### config.mk
export PLATFORM = sky130hd
export DESIGN_NAME = mc_controlunit_ws
export DESIGN_NICKNAME = d
export VERILOG_FILES = /design/src/rtl/mc_controlunit_ws.sv
export SDC_FILE = /design/constraint.sdc
export NUM_CORES = 1
export LEC_CHECK = 0
export ABC_AREA = 1
export BUFFER_PORTS_ARGS = -buffer_cell sky130_fd_sc_hd__buf_2
export CELL_PAD_IN_SITES_DETAIL_PLACEMENT = 1
export CELL_PAD_IN_SITES_GLOBAL_PLACEMENT = 1
export CORE_UTILIZATION = 25
export DETAILED_ROUTE_END_ITERATION = 16
export PLACE_DENSITY_LB_ADDON = 0.1
export REMOVE_ABC_BUFFERS = 1
export SKIP_CTS_REPAIR_TIMING = 1
export SYNTH_ARGS = -nofsm -noshare
export SYNTH_HDL_FRONTEND = slang
export SYNTH_SLANG_ARGS = --single-unit
### constraint.sdc
create_clock -name clk -period 1.5 [get_ports clk]
set_input_delay 0.3 -clock clk [delete_from_list [all_inputs] [get_ports clk]]
set_output_delay 0.3 -clock clk [all_outputs]
set_load 0.02 [all_outputs]
### src/rtl/mc_controlunit_ws.sv
// Multi-cycle MIPS control FSM with memory wait-state handshake, JAL/JR support
// and a one-cycle illegal-instruction flag. Outputs are decoded from the current state.
module mc_controlunit_ws #(
  parameter bit MEM_WAIT_EN = 1'b1,
  parameter int RA_REG      = 31
) (
  input  logic       clk,
  input  logic       reset,
  input  logic [5:0] opcode,
  input  logic [5:0] funct,
  input  logic       mem_ready,
  output logic       mem_req,
  output logic       IorD,
  output logic       MemWrite,
  output logic       IRWrite,
  output logic       RegWrite,
  output logic       ALUSrcA,
  output logic       Branch,
  output logic       BranchNe,
  output logic       PCWrite,
  output logic       ImmZeroExt,
  output logic [1:0] RegDst,
  output logic [1:0] MemtoReg,
  output logic [1:0] ALUSrcB,
  output logic [1:0] PCSrc,
  output logic [2:0] ALUControl,
  output logic       illegal_op,
  output logic [3:0] state_o
);

  if (RA_REG < 0 || RA_REG > 31) begin : g_ra_range
    $error("RA_REG must be a 5-bit register index");
  end

  typedef enum logic [3:0] {
    S_FETCH    = 4'd0,
    S_DECODE   = 4'd1,
    S_MEMADR   = 4'd2,
    S_MEMREAD  = 4'd3,
    S_MEMWB    = 4'd4,
    S_MEMWRITE = 4'd5,
    S_EXECUTE  = 4'd6,
    S_ALUWB    = 4'd7,
    S_BRANCH   = 4'd8,
    S_IEXEC    = 4'd9,
    S_IWB      = 4'd10,
    S_JUMP     = 4'd11,
    S_JAL      = 4'd12,
    S_JR       = 4'd13
  } state_t;

  localparam logic [5:0] OP_RTYPE = 6'b000000;
  localparam logic [5:0] OP_LW    = 6'b100011;
  localparam logic [5:0] OP_SW    = 6'b101011;
  localparam logic [5:0] OP_BEQ   = 6'b000100;
  localparam logic [5:0] OP_BNE   = 6'b000101;
  localparam logic [5:0] OP_ADDI  = 6'b001000;
  localparam logic [5:0] OP_ANDI  = 6'b001100;
  localparam logic [5:0] OP_ORI   = 6'b001101;
  localparam logic [5:0] OP_SLTI  = 6'b001010;
  localparam logic [5:0] OP_J     = 6'b000010;
  localparam logic [5:0] OP_JAL   = 6'b000011;
  localparam logic [5:0] FN_JR    = 6'b001000;

  localparam logic [2:0] ALU_ADD = 3'b010;
  localparam logic [2:0] ALU_SUB = 3'b110;
  localparam logic [2:0] ALU_AND = 3'b000;
  localparam logic [2:0] ALU_OR  = 3'b001;
  localparam logic [2:0] ALU_SLT = 3'b111;

  state_t     r_state;
  logic       w_ready;
  logic       w_funct_ok;
  logic [2:0] w_funct_alu;
  logic [2:0] w_imm_alu;

  // With wait states disabled the memory is assumed to complete every access in one cycle.
  assign w_ready = MEM_WAIT_EN ? mem_ready : 1'b1;
  assign state_o = r_state;

  // NOTE: every always_comb signal gets a default before the case so no latch is inferred.
  always_comb begin
    w_funct_ok  = 1'b1;
    w_funct_alu = ALU_ADD;
    case (funct)
      6'b100000: w_funct_alu = ALU_ADD;
      6'b100010: w_funct_alu = ALU_SUB;
      6'b100100: w_funct_alu = ALU_AND;
      6'b100101: w_funct_alu = ALU_OR;
      6'b101010: w_funct_alu = ALU_SLT;
      default:   w_funct_ok  = 1'b0;
    endcase
  end

  always_comb begin
    w_imm_alu = ALU_ADD;
    case (opcode)
      OP_ANDI: w_imm_alu = ALU_AND;
      OP_ORI:  w_imm_alu = ALU_OR;
      OP_SLTI: w_imm_alu = ALU_SLT;
      default: w_imm_alu = ALU_ADD;
    endcase
  end

  // NOTE: state is updated with non-blocking assignments so every reader sees the pre-edge value.
  always_ff @(posedge clk or posedge reset) begin
    if (reset) begin
      r_state <= S_FETCH;
    end else begin
      case (r_state)
        S_FETCH:    if (w_ready) r_state <= S_DECODE;
        S_DECODE: begin
          case (opcode)
            OP_LW, OP_SW:                      r_state <= S_MEMADR;
            OP_RTYPE:                          r_state <= (funct == FN_JR) ? S_JR : S_EXECUTE;
            OP_BEQ, OP_BNE:                    r_state <= S_BRANCH;
            OP_ADDI, OP_ANDI, OP_ORI, OP_SLTI: r_state <= S_IEXEC;
            OP_J:                              r_state <= S_JUMP;
            OP_JAL:                            r_state <= S_JAL;
            default:                           r_state <= S_FETCH;
          endcase
        end
        S_MEMADR:   r_state <= (opcode == OP_SW) ? S_MEMWRITE : S_MEMREAD;
        S_MEMREAD:  if (w_ready) r_state <= S_MEMWB;
        S_MEMWRITE: if (w_ready) r_state <= S_FETCH;
        S_EXECUTE:  r_state <= S_ALUWB;
        S_IEXEC:    r_state <= S_IWB;
        default:    r_state <= S_FETCH;
      endcase
    end
  end

  always_comb begin
    mem_req    = 1'b0;
    IorD       = 1'b0;
    MemWrite   = 1'b0;
    IRWrite    = 1'b0;
    RegWrite   = 1'b0;
    ALUSrcA    = 1'b0;
    Branch     = 1'b0;
    BranchNe   = 1'b0;
    PCWrite    = 1'b0;
    ImmZeroExt = 1'b0;
    RegDst     = 2'b00;
    MemtoReg   = 2'b00;
    ALUSrcB    = 2'b00;
    PCSrc      = 2'b00;
    ALUControl = ALU_ADD;
    illegal_op = 1'b0;
    case (r_state)
      S_FETCH: begin
        mem_req = 1'b1;
        ALUSrcB = 2'b01;
        IRWrite = w_ready;
        PCWrite = w_ready;
      end
      S_DECODE: begin
        ALUSrcB = 2'b11;
        case (opcode)
          OP_LW, OP_SW, OP_RTYPE, OP_BEQ, OP_BNE, OP_ADDI, OP_ANDI,
          OP_ORI, OP_SLTI, OP_J, OP_JAL: illegal_op = 1'b0;
          default:                       illegal_op = 1'b1;
        endcase
      end
      S_MEMADR: begin
        ALUSrcA = 1'b1;
        ALUSrcB = 2'b10;
      end
      S_MEMREAD: begin
        IorD    = 1'b1;
        mem_req = 1'b1;
      end
      S_MEMWB: begin
        RegWrite = 1'b1;
        MemtoReg = 2'b01;
      end
      S_MEMWRITE: begin
        IorD     = 1'b1;
        mem_req  = 1'b1;
        MemWrite = 1'b1;
      end
      S_EXECUTE: begin
        ALUSrcA    = 1'b1;
        ALUControl = w_funct_alu;
        illegal_op = ~w_funct_ok;
      end
      // funct is still stable here, so a bad funct suppresses the write-back directly.
      S_ALUWB: begin
        RegWrite = w_funct_ok;
        RegDst   = 2'b01;
      end
      S_BRANCH: begin
        ALUSrcA    = 1'b1;
        PCSrc      = 2'b01;
        ALUControl = ALU_SUB;
        Branch     = (opcode == OP_BEQ);
        BranchNe   = (opcode == OP_BNE);
      end
      S_IEXEC: begin
        ALUSrcA    = 1'b1;
        ALUSrcB    = 2'b10;
        ALUControl = w_imm_alu;
        ImmZeroExt = (opcode == OP_ANDI) || (opcode == OP_ORI);
      end
      S_IWB: begin
        RegWrite = 1'b1;
        RegDst   = 2'b00;
      end
      S_JUMP: begin
        PCWrite = 1'b1;
        PCSrc   = 2'b10;
      end
      S_JAL: begin
        PCWrite  = 1'b1;
        PCSrc    = 2'b10;
        RegWrite = 1'b1;
        RegDst   = 2'b10;
        MemtoReg = 2'b10;
      end
      S_JR: begin
        PCWrite = 1'b1;
        PCSrc   = 2'b11;
      end
      default: begin
        ALUSrcB = 2'b01;
      end
    endcase
    // Reset holds FETCH's mux selects but commits nothing.
    if (reset) begin
      mem_req    = 1'b0;
      MemWrite   = 1'b0;
      IRWrite    = 1'b0;
      RegWrite   = 1'b0;
      Branch     = 1'b0;
      BranchNe   = 1'b0;
      PCWrite    = 1'b0;
      illegal_op = 1'b0;
    end
  end

endmodule
# Yosys cells after proc, flatten, opt, wreduce, memory -nomap -nowiden
# Cells that the tools add are included.
[classes]
n_eq_ne = 32
mux = 35
bitwise_logic = 1
n_reduce_logical = 17
[ops]
columns = ["operator", "n"]
rows = [
  ["6-bit == test, second input constant", 7],
  ["6-bit by 4-bit == test with 1-bit output, second input constant", 5],
  ["4-bit case mux with 7 select lines", 1],
  ["4-bit == test, second input constant", 6],
  ["4-bit case mux with 6 select lines", 1],
  ["1-bit 2-to-1 mux", 18],
  ["3-bit case mux with 3 select lines", 2],
  ["4-bit by 3-bit == test with 1-bit output, second input constant", 4],
  ["4-bit 2-to-1 mux", 4],
  ["6-bit by 2-bit == test with 1-bit output, second input constant", 2],
  ["6-bit by 3-bit == test with 1-bit output, second input constant", 2],
  ["2-bit case mux with 3 select lines", 2],
  ["3-bit case mux with 4 select lines", 1],
  ["11-bit OR reduction", 1],
  ["10-bit OR reduction", 1],
  ["2-bit OR reduction", 5],
  ["3-bit OR reduction", 3],
  ["4-bit by 2-bit == test with 1-bit output, second input constant", 2],
  ["2-bit case mux with 2 select lines", 2],
  ["4-bit OR reduction", 2],
  ["6-bit zero test", 1],
  ["2-bit inequality test, second input constant", 3],
  ["1-bit case mux with 2 select lines", 3],
  ["5-bit OR reduction", 1],
  ["6 further kinds", 6],
]
[word_totals]
register_bits = 4
out_inout_bits = 26

# Depth between registers and ports, before layout
[logic_depth]
depth_word = 6
ltp_mapped = 9

# Worst setup path before layout
# No wires, ideal clock.
[synth_path]
path_kind = "reg2out"
from = "register r_state[2] (netlist: state_o[2])"
to = "output port RegWrite"
t_arrival_ps = 1643
setup_slack_ps = -443
stages_incl_launch_ff = 8
path_cell_list = "dfrtp_1 > clkbuf_8 > inv_2 > nor2_1 > inv_1 > nor2_1 > nand2_1 > a21oi_1"
[synth_between]
elab_chain_cells = 4
word_cells_on_any_way = 7
classes_between = "eq/ne (4); mux (2); reduce/logical (1)"
[synth_rtl]
columns = ["item", "line", "rtl"]
rows = [
  ["from (decl)", "71", "state_t r_state;"],
  ["from (signal assigned)", "115", "OP_RTYPE: r_state <= (funct == FN_JR) ? S_JR : S_EXECUTE;"],
  ["from (signal assigned)", "123", "S_MEMADR: r_state <= (opcode == OP_SW) ? S_MEMWRITE : S_MEMREAD;"],
  ["4-bit == test / 4-bit by 3-bit == test with 1-bit output (equally long branches)", "150", "case (r_state)"],
  ["3-bit OR reduction (no line)", "-", ""],
  ["1-bit case mux with 2 select lines (*)", "150", ""],
  ["1-bit 2-to-1 mux (*)", "229", "if (reset) begin"],
  ["to (decl)", "16", "output logic RegWrite,"],
]
# Every way passes the cells marked *; elsewhere a longest branch is shown, timed or not.

# Worst setup path after layout
[layout_path]
from = "register r_state[1] (netlist: state_o[1])"
to = "output port ALUControl[2]"
[layout_between]
elab_chain_cells = 2
word_cells_on_any_way = 4
classes_between = "eq/ne (3); mux (1)"
[layout_rtl]
columns = ["item", "line", "rtl"]
rows = [
  ["4-bit == test / 4-bit by 3-bit == test with 1-bit output (equally long branches)", "150", ""],
  ["3-bit case mux with 3 select lines (*)", "150", ""],
  ["to (decl)", "26", "output logic [2:0] ALUControl,"],
]
# Marked as above.

==> results.yml <==
outcome:
  status: "finished, violations left"
  failed_checks: "negative setup slack"
setup_path:
  criticalPathCategory: "flop to output pin"
  crit_chain: "inv_2 > nand2_4 > inv_4 > nand2_2 > inv_2 > nand3_1 > o211ai_1 > buf_4"
  cp.required_ns: 1.20
  cp_num_cells: 8
  slowest_stage: "dfrtp_1"
  rrSetupSlack_ns: 0.03
  path_buf_inv: 4
  critical-path-max-stage-delay_ns: 0.42
  start_kind: "flop"
  critPathMaxFanout: 4
  cpMostUsedCell: "inv_2"
  arrival_ns: 1.56
  worstSetupEndpointType: "output pin"
  worstRegToRegCells: 10
  path_delay_family: "buffers and inverters"
layout:
  instances_no_fill: 277
  syn_to_final_growth_pct: 101
  fillerInstances: 434
  multi_input_area_um2: 717
  nets: 250
  antenna_cells: 0
  drive_above_1_share_pct: 54.1
  ff_latch_area_um2: 104
  largest_reg_flops: 4
timing:
  worst_clock_skew_ns: 0.00138
  rsz0062_at_grt: "true"
  finalSetupTns_ns: -5.12
  finalSetupViolations: 22
  layout_setup_ws_ns: -0.364
  max-slew-margin-rel_pct: 79.1
  fmax_ghz: 0.537
  drv_slew: 0
  tightestPinTransition_ns: 0.309
  hold_viol: 0
  period_needed_ns: 1.86
  fin_crit_sh_pct: 124
clock_network:
  cts_tree: "built"
  htree_levels: 1
  clk_latency_ns: 0.24
  cts_max_path_buffers: 2
  clk_pin_slew_ns: 0.04
  cts_sinks: 4
  ctsRootBufferMaster: "clkbuf_4"
  cts_made_buffers: 3
routing:
  ant_nets: 0
  wl_per_cell_um: 14.5
  vias_per_cell: 4.78
  first_pass_iters: 4
  drt_wl_total_um: 4020
  drc: 0
  vias: 1324
  drtIter0Drc: 47
power:
  leakagePower_nw: 0.884
  total_power_w: 0.00246
  vdd_drop_max_mv: 0.693
  p_per_area_nw_per_um2: 1520
die:
  core_um2: 3050
  fp-row-count: 20
  initial_core_util_pct: 26.4
  die_h_um: 58.7
  die_w_um: 58.7
  top_level_ports: 41
  die_area_um2: 3450
run:
  max-cap-violations: 0
synth:
  syn_area_um2: 805
  synth-seq-area-share_pct: 12.4
  syn_area_per_cell_um2: 5.44
  yosysUniqueCellTypes: 24
  ys_ff_latch: 4
  yosysWarnings: 0
  netlist_instances: 148
min_path:
  hp-class: "input port to async pin"
placement:
  place.gp.congestion: 0.800
  placed_cells: 265
  dp.final_hpwl_um: 2870
  port-buffer-count: 40
global_routing:
  grt_pass1_wl_um: 5320
  antenna_found_initial: 0
  grt_util_all_layers_pct: 20.0
  grt_overflow: 0
  grt_start_max_net_pins: 9
  first_global_vias: 1173
==> where the power goes <==
part / total (W) / internal [W] / switching (W)
clock: 0.000142 / 0.0000900 / 0.0000517
sequential: 0.000263 / 0.000156 / 0.000107
combinational: 0.00206 / 0.000957 / 0.00110
total: 0.00246 / 0.00120 / 0.00126
==> through the flow <==
step                hold WS (ns)  setup WS, ns  cell area [µm²]  util [%]
finish                     0.194        -0.364             1610      52.9
global route               0.198        -0.459             1610      52.9
CTS                        0.161        -0.411             1330      43.5
detailed placement         0.409        -0.156             1310      42.7
global placement           0.394        -0.118             1310      42.7
floorplan                 0.0827        -0.496              787         -
==> per-layer routing <==
metal | global-route usage, % | part of all wire (%)
met1 | 26.5 | 41
met2 | 34.6 | 54
met3 | 1.98 | 3.2
met4 | 5.10 | 1.5
met5 | 0 | 0
==> worst paths after layout <==
kind | startpoint | endpoint
max in group asynchronous | reset | state_o[3]
worst min-delay path | reset | state_o[1]
worst min register to register | state_o[0] | state_o[0]
worst max-delay path | state_o[1] | ALUControl[2]
worst max register to register | state_o[1] | state_o[1]
min in group clk | mem_ready | state_o[2]
==> cell usage after synthesis <==
cell,n,area [µm²]
clkbuf_8,1,13.8
nor4_1,2,12.5
nor2_1,26,97.6
o211ai_1,2,15.0
nand4_1,8,50.1
inv_2,3,11.3
o21ai_0,5,25.0
nor2_4,4,45.0
clkbuf_1,1,3.75
nand2_2,3,18.8
o2bb2ai_1,1,8.76
nand3_1,14,70.1
a22oi_1,1,7.51
o311ai_0,1,8.76
a21oi_1,6,30.0
dfrtp_1,4,100
nor3_4,1,16.3
nor3_1,2,10.0
nand2_4,1,11.3
inv_1,22,82.6
nand2_1,36,135
o21ai_2,1,8.76
nor2_2,2,12.5
nand3_2,1,10.0
==> area by class of cell <==
| type | instances | share of cell area (%) |
|---|---|---|
| clock buffer | 3 | 1.40 |
| inverter | 25 | 6.12 |
| multi-input combinational | 117 | 44.4 |
| sequential | 4 | 6.43 |
| tap | 44 | 3.41 |
| timing repair buffer | 84 | 38.2 |
==> kinds of logic (layout without fill, tap and decap cells) <==
kind of cell	after synthesis	after routing	synth area share [%]
AND/OR/NAND/NOR	100	100	60.8
flip-flops	4	4	12.4
AO/OA/AOI/OAI	17	17	12.9
buffers and inverters	27	112	13.8
==> cells in the final DEF (no fill, tap or decap), types with 3 or more instances in the layout <==
| cell type | instances |
|---|---|
| a21oi_1 | 3 |
| buf_2 | 19 |
| buf_4 | 56 |
| buf_6 | 9 |
| clkbuf_4 | 3 |
| dfrtp_2 | 3 |
| inv_1 | 18 |
| inv_2 | 5 |
| nand2_1 | 32 |
| nand2_2 | 4 |
| nand2_4 | 4 |
| nand3_1 | 12 |
| nand3_2 | 3 |
| nand4_1 | 8 |
| nor2_1 | 22 |
| nor2_4 | 8 |
| o21ai_1 | 3 |
==> worst reg2reg max path, cell delays in order, from the launching register on <==
cell	delay, ns
dfrtp_1	0.42
inv_2	0.14
nor2_4	0.05
nand2_2	0.10
nor2_4	0.06
inv_2	0.08
nand2_4	0.05
buf_4	0.13
buf_4	0.12
a21oi_2	0.09
nand3_1	0.09
No activity file was read; power rests on OpenSTA's default activity.
